$ cat src/rtl/cpu_pkg.sv
// Shared CPU definitions: instruction field widths, opcodes that the fetch
// unit resolves locally, and the fetch sequencer state encoding.
package cpu_pkg;

  localparam int INSTR_W = 16;
  localparam int OPR_W   = 4;
  localparam int OPND_W  = 12;

  localparam logic [OPR_W-1:0] OP_JMP = 4'b0100;
  localparam logic [OPR_W-1:0] OP_JZ  = 4'b0101;
  localparam logic [OPR_W-1:0] OP_HLT = 4'b1111;

  typedef enum logic [1:0] {
    ST_IDLE   = 2'd0,
    ST_FETCH  = 2'd1,
    ST_ISSUE  = 2'd2,
    ST_HALTED = 2'd3
  } fetch_state_e;

  // Opcode field of an instruction word.
  function automatic logic [OPR_W-1:0] instr_opr(input logic [INSTR_W-1:0] w);
    return w[INSTR_W-1 -: OPR_W];
  endfunction

  // Operand/address field of an instruction word.
  function automatic logic [OPND_W-1:0] instr_operand(input logic [INSTR_W-1:0] w);
    return w[OPND_W-1:0];
  endfunction

endpackage

$ cat src/rtl/instr_fetch_if.sv
// Instruction memory read port: req/addr from the fetch unit, rvalid/rdata
// returned by the memory (rvalid may be asserted in the same cycle as req).
interface instr_fetch_if
  import cpu_pkg::*;
#(
  parameter int AW = 8
) ();

  logic               req;
  logic [AW-1:0]      addr;
  logic               rvalid;
  logic [INSTR_W-1:0] rdata;

  // Fetch unit side.
  modport master (
    output req,
    output addr,
    input  rvalid,
    input  rdata
  );

  // Memory side.
  modport slave (
    input  req,
    input  addr,
    output rvalid,
    output rdata
  );

endinterface

$ cat src/rtl/instr_fetch_next_pc_calc.sv
// Combinational next-PC computation applied at the end of an issue window:
// JMP takes the operand, JZ takes it only when zero_flag is set, everything
// else advances by one with wrap-around at 2^AW.
module next_pc_calc
  import cpu_pkg::*;
#(
  parameter int AW = 8
) (
  input  logic [AW-1:0]      pc,
  input  logic [INSTR_W-1:0] ir,
  input  logic               zero_flag,
  output logic [AW-1:0]      next_pc
);

  logic [AW-1:0] pc_inc;
  logic [AW-1:0] target;

  // Select between sequential and branch target; operand bits above AW are dropped.
  always_comb begin
    pc_inc = pc + AW'(1);
    target = AW'(instr_operand(ir));
    unique case (instr_opr(ir))
      OP_JMP:  next_pc = target;
      OP_JZ:   next_pc = zero_flag ? target : pc_inc;
      default: next_pc = pc_inc;
    endcase
  end

endmodule

$ cat src/rtl/instr_fetch.sv
// Instruction fetch/sequencer: owns the PC, fetches words over the imem
// req/rvalid handshake, holds them in IR and presents opr/operand to the
// controller for EXEC_CYCLES cycles. JMP/JZ/HLT are resolved here, so the
// controller only ever sees halt=1 or a valid opcode.
module instr_fetch
  import cpu_pkg::*;
#(
  parameter int AW          = 8,
  parameter int EXEC_CYCLES = 3
) (
  input  logic                 clk,
  input  logic                 rst_n,
  input  logic                 start,
  instr_fetch_if.master        imem,
  input  logic                 zero_flag,
  output logic [OPR_W-1:0]     opr,
  output logic [OPND_W-1:0]    operand,
  output logic                 halt,
  output logic [AW-1:0]        pc,
  output logic                 busy
);

  localparam int CW = (EXEC_CYCLES > 1) ? $clog2(EXEC_CYCLES) : 1;
  localparam logic [CW-1:0] CNT_LAST = CW'(EXEC_CYCLES - 1);

  fetch_state_e       state_q, state_d;
  logic [AW-1:0]      pc_q, pc_d;
  logic [INSTR_W-1:0] ir_q, ir_d;
  logic [CW-1:0]      cnt_q, cnt_d;
  logic               halt_q, halt_d;
  logic               req_q, req_d;
  logic [AW-1:0]      next_pc;

  next_pc_calc #(
    .AW (AW)
  ) u_next_pc (
    .pc        (pc_q),
    .ir        (ir_q),
    .zero_flag (zero_flag),
    .next_pc   (next_pc)
  );

  // Next-state logic; halt/req are derived from the next state so that the
  // registered copies line up with the state they describe.
  always_comb begin
    state_d = state_q;
    pc_d    = pc_q;
    ir_d    = ir_q;
    cnt_d   = cnt_q;
    unique case (state_q)
      ST_IDLE, ST_HALTED: begin
        if (start) begin
          state_d = ST_FETCH;
          pc_d    = '0;
        end
      end
      ST_FETCH: begin
        if (imem.rvalid) begin
          ir_d    = imem.rdata;
          cnt_d   = '0;
          state_d = (instr_opr(imem.rdata) == OP_HLT) ? ST_HALTED : ST_ISSUE;
        end
      end
      ST_ISSUE: begin
        if (cnt_q == CNT_LAST) begin
          cnt_d   = '0;
          pc_d    = next_pc;
          state_d = ST_FETCH;
        end else begin
          cnt_d = cnt_q + CW'(1);
        end
      end
      default: state_d = ST_IDLE;
    endcase
    halt_d = (state_d != ST_ISSUE);
    req_d  = (state_d == ST_FETCH);
  end

  // Sequencer state, PC, IR, issue counter and registered outputs.
  always_ff @(posedge clk or negedge rst_n) begin
    if (!rst_n) begin
      state_q <= ST_IDLE;
      pc_q    <= '0;
      ir_q    <= '0;
      cnt_q   <= '0;
      halt_q  <= 1'b1;
      req_q   <= 1'b0;
    end else begin
      state_q <= state_d;
      pc_q    <= pc_d;
      ir_q    <= ir_d;
      cnt_q   <= cnt_d;
      halt_q  <= halt_d;
      req_q   <= req_d;
    end
  end

  assign imem.req  = req_q;
  assign imem.addr = pc_q;
  assign opr       = instr_opr(ir_q);
  assign operand   = instr_operand(ir_q);
  assign halt      = halt_q;
  assign pc        = pc_q;
  assign busy      = (state_q == ST_FETCH) || (state_q == ST_ISSUE);

endmodule

$ cat src/flat_wrapper.sv
// flat-port wrapper written by rule: the top's interface ports become plain ports
module instr_fetch_flat import cpu_pkg::*;
#(
  parameter int AW          = 8,
  parameter int EXEC_CYCLES = 3
)
  (clk, rst_n, start, zero_flag, opr, operand, halt, pc, busy, imem_req, imem_addr, imem_rvalid, imem_rdata);
  instr_fetch_if #(.AW(AW)) imem_i ();
  input  logic clk;
  input  logic rst_n;
  input  logic start;
  input  logic zero_flag;
  output logic [OPR_W-1:0] opr;
  output logic [OPND_W-1:0] operand;
  output logic halt;
  output logic [AW-1:0] pc;
  output logic busy;
  output wire logic [$bits(imem_i.req)-1:0] imem_req;
  output wire logic [$bits(imem_i.addr)-1:0] imem_addr;
  input wire logic [$bits(imem_i.rvalid)-1:0] imem_rvalid;
  input wire logic [$bits(imem_i.rdata)-1:0] imem_rdata;
  assign imem_req = imem_i.req;
  assign imem_addr = imem_i.addr;
  assign imem_i.rvalid = imem_rvalid;
  assign imem_i.rdata = imem_rdata;
  instr_fetch #(.AW(AW), .EXEC_CYCLES(EXEC_CYCLES)) u_core (.clk(clk), .rst_n(rst_n), .start(start), .imem(imem_i), .zero_flag(zero_flag), .opr(opr), .operand(operand), .halt(halt), .pc(pc), .busy(busy));
endmodule
$ cat config.mk
export PLATFORM = sky130hd
export DESIGN_NAME = instr_fetch_flat
export DESIGN_NICKNAME = d
export VERILOG_FILES = /design/src/rtl/cpu_pkg.sv /design/src/rtl/instr_fetch_if.sv /design/src/rtl/instr_fetch_next_pc_calc.sv /design/src/rtl/instr_fetch.sv /design/src/flat_wrapper.sv
export SDC_FILE = /design/constraint.sdc
export NUM_CORES = 1
export LEC_CHECK = 0
export ABC_AREA = 1
export CAP_MARGIN = 20
export CELL_PAD_IN_SITES_DETAIL_PLACEMENT = 0
export CELL_PAD_IN_SITES_GLOBAL_PLACEMENT = 1
export CORE_MARGIN = 8
export CORE_UTILIZATION = 35
export CTS_CLUSTER_DIAMETER = 120
export CTS_CLUSTER_SIZE = 25
export DETAILED_ROUTE_END_ITERATION = 8
export GPL_ROUTABILITY_DRIVEN = 0
export PLACE_DENSITY_LB_ADDON = 0.1
export SYNTH_ARGS = -nofsm -noshare
export SYNTH_HDL_FRONTEND = slang
export SYNTH_SLANG_ARGS = --single-unit
$ cat constraint.sdc
create_clock -name clk -period 4.3 [get_ports clk]
set_input_delay 0.43 -clock clk [delete_from_list [all_inputs] [get_ports clk]]
set_output_delay 0.43 -clock clk [all_outputs]
set_load 0.01 [all_outputs]
==> impl_metrics.py <==
metrics = {
    "outcome": {
        "status": "finished, final reports clean",
    },
    "finish": {
        "final_net_count": 272,
        "final_common_cell": "clkdlybuf4s50_1",
        "mostFrequentLayoutCells": "clkdlybuf4s50_1, nand2_1, dfrtp_1",
        "multi_input_area_um2": 689,
        "register_area_um2": 752,
        "diodes": 0,
        "nFillCells": 452,
        "drive_gt1_share_pct": 10.8,
        "syn_to_final_growth_pct": 39.3,
    },
    "timing": {
        "maxSlewHeadroom_pct": 64.3,
        "hold_slack_ns": 0.491,
        "tns_ns": 0,
        "report.final.slew_viol_count": 0,
        "hold_violations": 0,
        "rsz0062_at_grt": "false",
        "finalWorstSetupSlack_ns": 2.15,
        "finalSetupViolCount": 0,
        "fmax_mhz": 466,
        "period_needed_ns": 2.15,
        "period_share_pct": 49.9,
        "skew_ns": 0.00632,
        "worstMarginPinSlew_ns": 0.534,
    },
    "synthesis": {
        "synth_nets": 219,
        "synthesis.area_mm2": 0.00162,
        "syn_inst": 195,
        "ys_warn_count": 0,
        "ys_ff_latch": 30,
        "yosysTopAreaCell": "dfrtp_1",
        "synth_top_area_share_pct": 44.7,
        "synth.distinct_cells": 28,
        "postSynthAreaPerCell_um2": 8.32,
        "ys_top_cells_by_area": "dfrtp_1, nand2_1, inv_1",
        "seq_area_frac_synth_pct": 46.3,
    },
    "critical_path": {
        "path_cells": "inv_1 > ha_1 > inv_2 > clkdlybuf4s50_1",
        "reg2reg_depth": 6,
        "r2r-end": "u_core.cnt_q[0]",
        "start_kind": "flip-flop",
        "end_kind": "output port",
        "worstReg2RegStart": "u_core.state_q[1]",
        "critPathMaxStageDelay_ns": 0.54,
        "reg2reg_slack_ns": 2.61,
        "critPathArrivalTime_ns": 1.72,
        "required_ns": 3.87,
        "critPathSlowestCell": "clkdlybuf4s50_1",
        "critPathKind": "flip-flop to output port",
        "crit_path_max_fanout": 4,
    },
    "detailed_routing": {
        "avgRoutedWirePerCell_um": 13.1,
        "antenna_left": 0,
        "met1_length_mm": 1.81,
        "dr.max_layer_used": "met4",
        "drt-total-wl_mm": 3.94,
        "via_per_inst": 4.55,
        "dr.pass1.iters": 4,
        "initialDrtViolationCount": 41,
        "route.met3.wl_um": 311,
        "post-route-drc-count": 0,
        "met2_length_mm": 1.76,
        "num_vias": 1369,
    },
    "global_routing": {
        "grtUsageTotal_pct": 11.6,
        "antenna_found_initial": 0,
        "grt_max_degree": 27,
        "grt_pass1_vias": 1392,
        "grt_pass1_wl_mm": 6.67,
        "grt_overflow_total": 0,
    },
    "floorplan": {
        "die_height_um": 84.1,
        "die_w_um": 84.1,
        "core_mm2": 0.00441,
        "start_util_pct": 36.8,
        "ios": 56,
        "rows": 24,
        "die_area_mm2": 0.00707,
    },
    "power": {
        "vdd_drop_max_mv": 0.355,
        "power_density_mw_per_mm2": 572,
        "total_power_mw": 1.29,
        "p_leak_nw": 1.09,
    },
    "clock_tree": {
        "cts-root-buf": "clkbuf_8",
        "clockBufferDepth": 2,
        "cts_max_level": 2,
        "tritoncts": "done",
        "cts_resized": 0,
        "clk_latency_ns": 0.28,
        "cts_buffers": 5,
        "cts_sinks": 30,
        "cts_setup_buffers": 0,
        "cts_hold_buf": 0,
        "path_clk_slew_ns": 0.07,
    },
    "place": {
        "portBuffers": 55,
        "preCtsSetupSlack_ns": 2.37,
        "dp_hpwl_mm": 3.08,
    },
    "job": {
        "maxCapViolCount": 0,
    },
    "min_path": {
        "holdCritPathClass": "input port to asynchronous set/reset pin",
    },
}
## per-stage QoR
step,std cells,util [%],instance area [um2]
6_report,301,51.2,2260
5_1_grt,301,51.2,2260
4_1_cts,301,51.2,2260
3_5_place_dp,293,49.1,2170
3_3_place_gp,293,49.1,2170
2_1_floorplan,195,-,1620
## cells by family after synthesis
group / Yosys count / synth area share [%]
xor gates and xnor gates: 3 / 1.62
DFF: 30 / 46.3
buffers and inverters: 38 / 11.2
AOI/OAI and AO/OA: 29 / 9.71
and+or+nand+nor: 84 / 22.4
adders and majority gates: 3 / 2.31
muxes: 8 / 6.48
## critical path: cells and delay by family, from the launching register on
family	cells	cell delay (ns)
fa+ha+maj	1	0.35
flops	1	0.37
buf+inv	3	0.72
## synth_stat cells, drive strengths merged
cell type  count
a21oi         11
a31oi          1
buf           10
dfrtp         29
dfstp          1
ha             3
inv           28
mux2           8
nand2         45
nand3          9
nand4          2
nor2          27
nor3           1
o211ai         2
o21ai         14
o31ai          1
xor2           3
## worst max-delay path by stage
| stage | start | slack (ns) | cells after the start | endpoint |
|---|---|---|---|---|
| finish | u_core.state_q[0] | 2.15 | 4 | busy |
| global route | u_core.state_q[0] | 2.10 | 4 | busy |
| CTS | u_core.state_q[0] | 2.15 | 4 | busy |
| detailed placement | imem_rvalid | 2.37 | 5 | u_core.cnt_q[0] |
| global placement | imem_rvalid | 2.41 | 5 | u_core.cnt_q[0] |
| floorplan | u_core.state_q[0] | 2.87 | 8 | u_core.imem.addr[1] |
## routing by layer
metal	vias to the layer above	global-route usage, %
li1	715	-
met1	609	14.0
met2	38	17.4
met3	7	5.08
met4	0	4.71
met5	-	0
## report_power, final
| part | switching (mW) | internal, mW | total [mW] |
|---|---|---|---|
| combinational | 0.307 | 0.301 | 0.609 |
| sequential | 0.0667 | 0.382 | 0.448 |
| clock | 0.107 | 0.129 | 0.236 |
## state kept, by name (all words and copies together) (netlist names)
name / flops
u_core.ir_q: 16
u_core.imem.req: 1
u_core.halt: 1
u_core.cnt_q: 2
u_core.imem.addr: 8
u_core.state_q: 2
## cell type report
| class | count | share of cell area, % |
|---|---|---|
| clock buffer | 7 | 3.82 |
| sequential | 30 | 33.3 |
| inverter | 28 | 4.65 |
| multi-input combinational | 127 | 30.5 |
| clock inverter | 1 | 0.221 |
| tap | 52 | 2.88 |
| timing repair buffer | 56 | 24.7 |
Note: power is estimated with default switching activity, not from simulation.
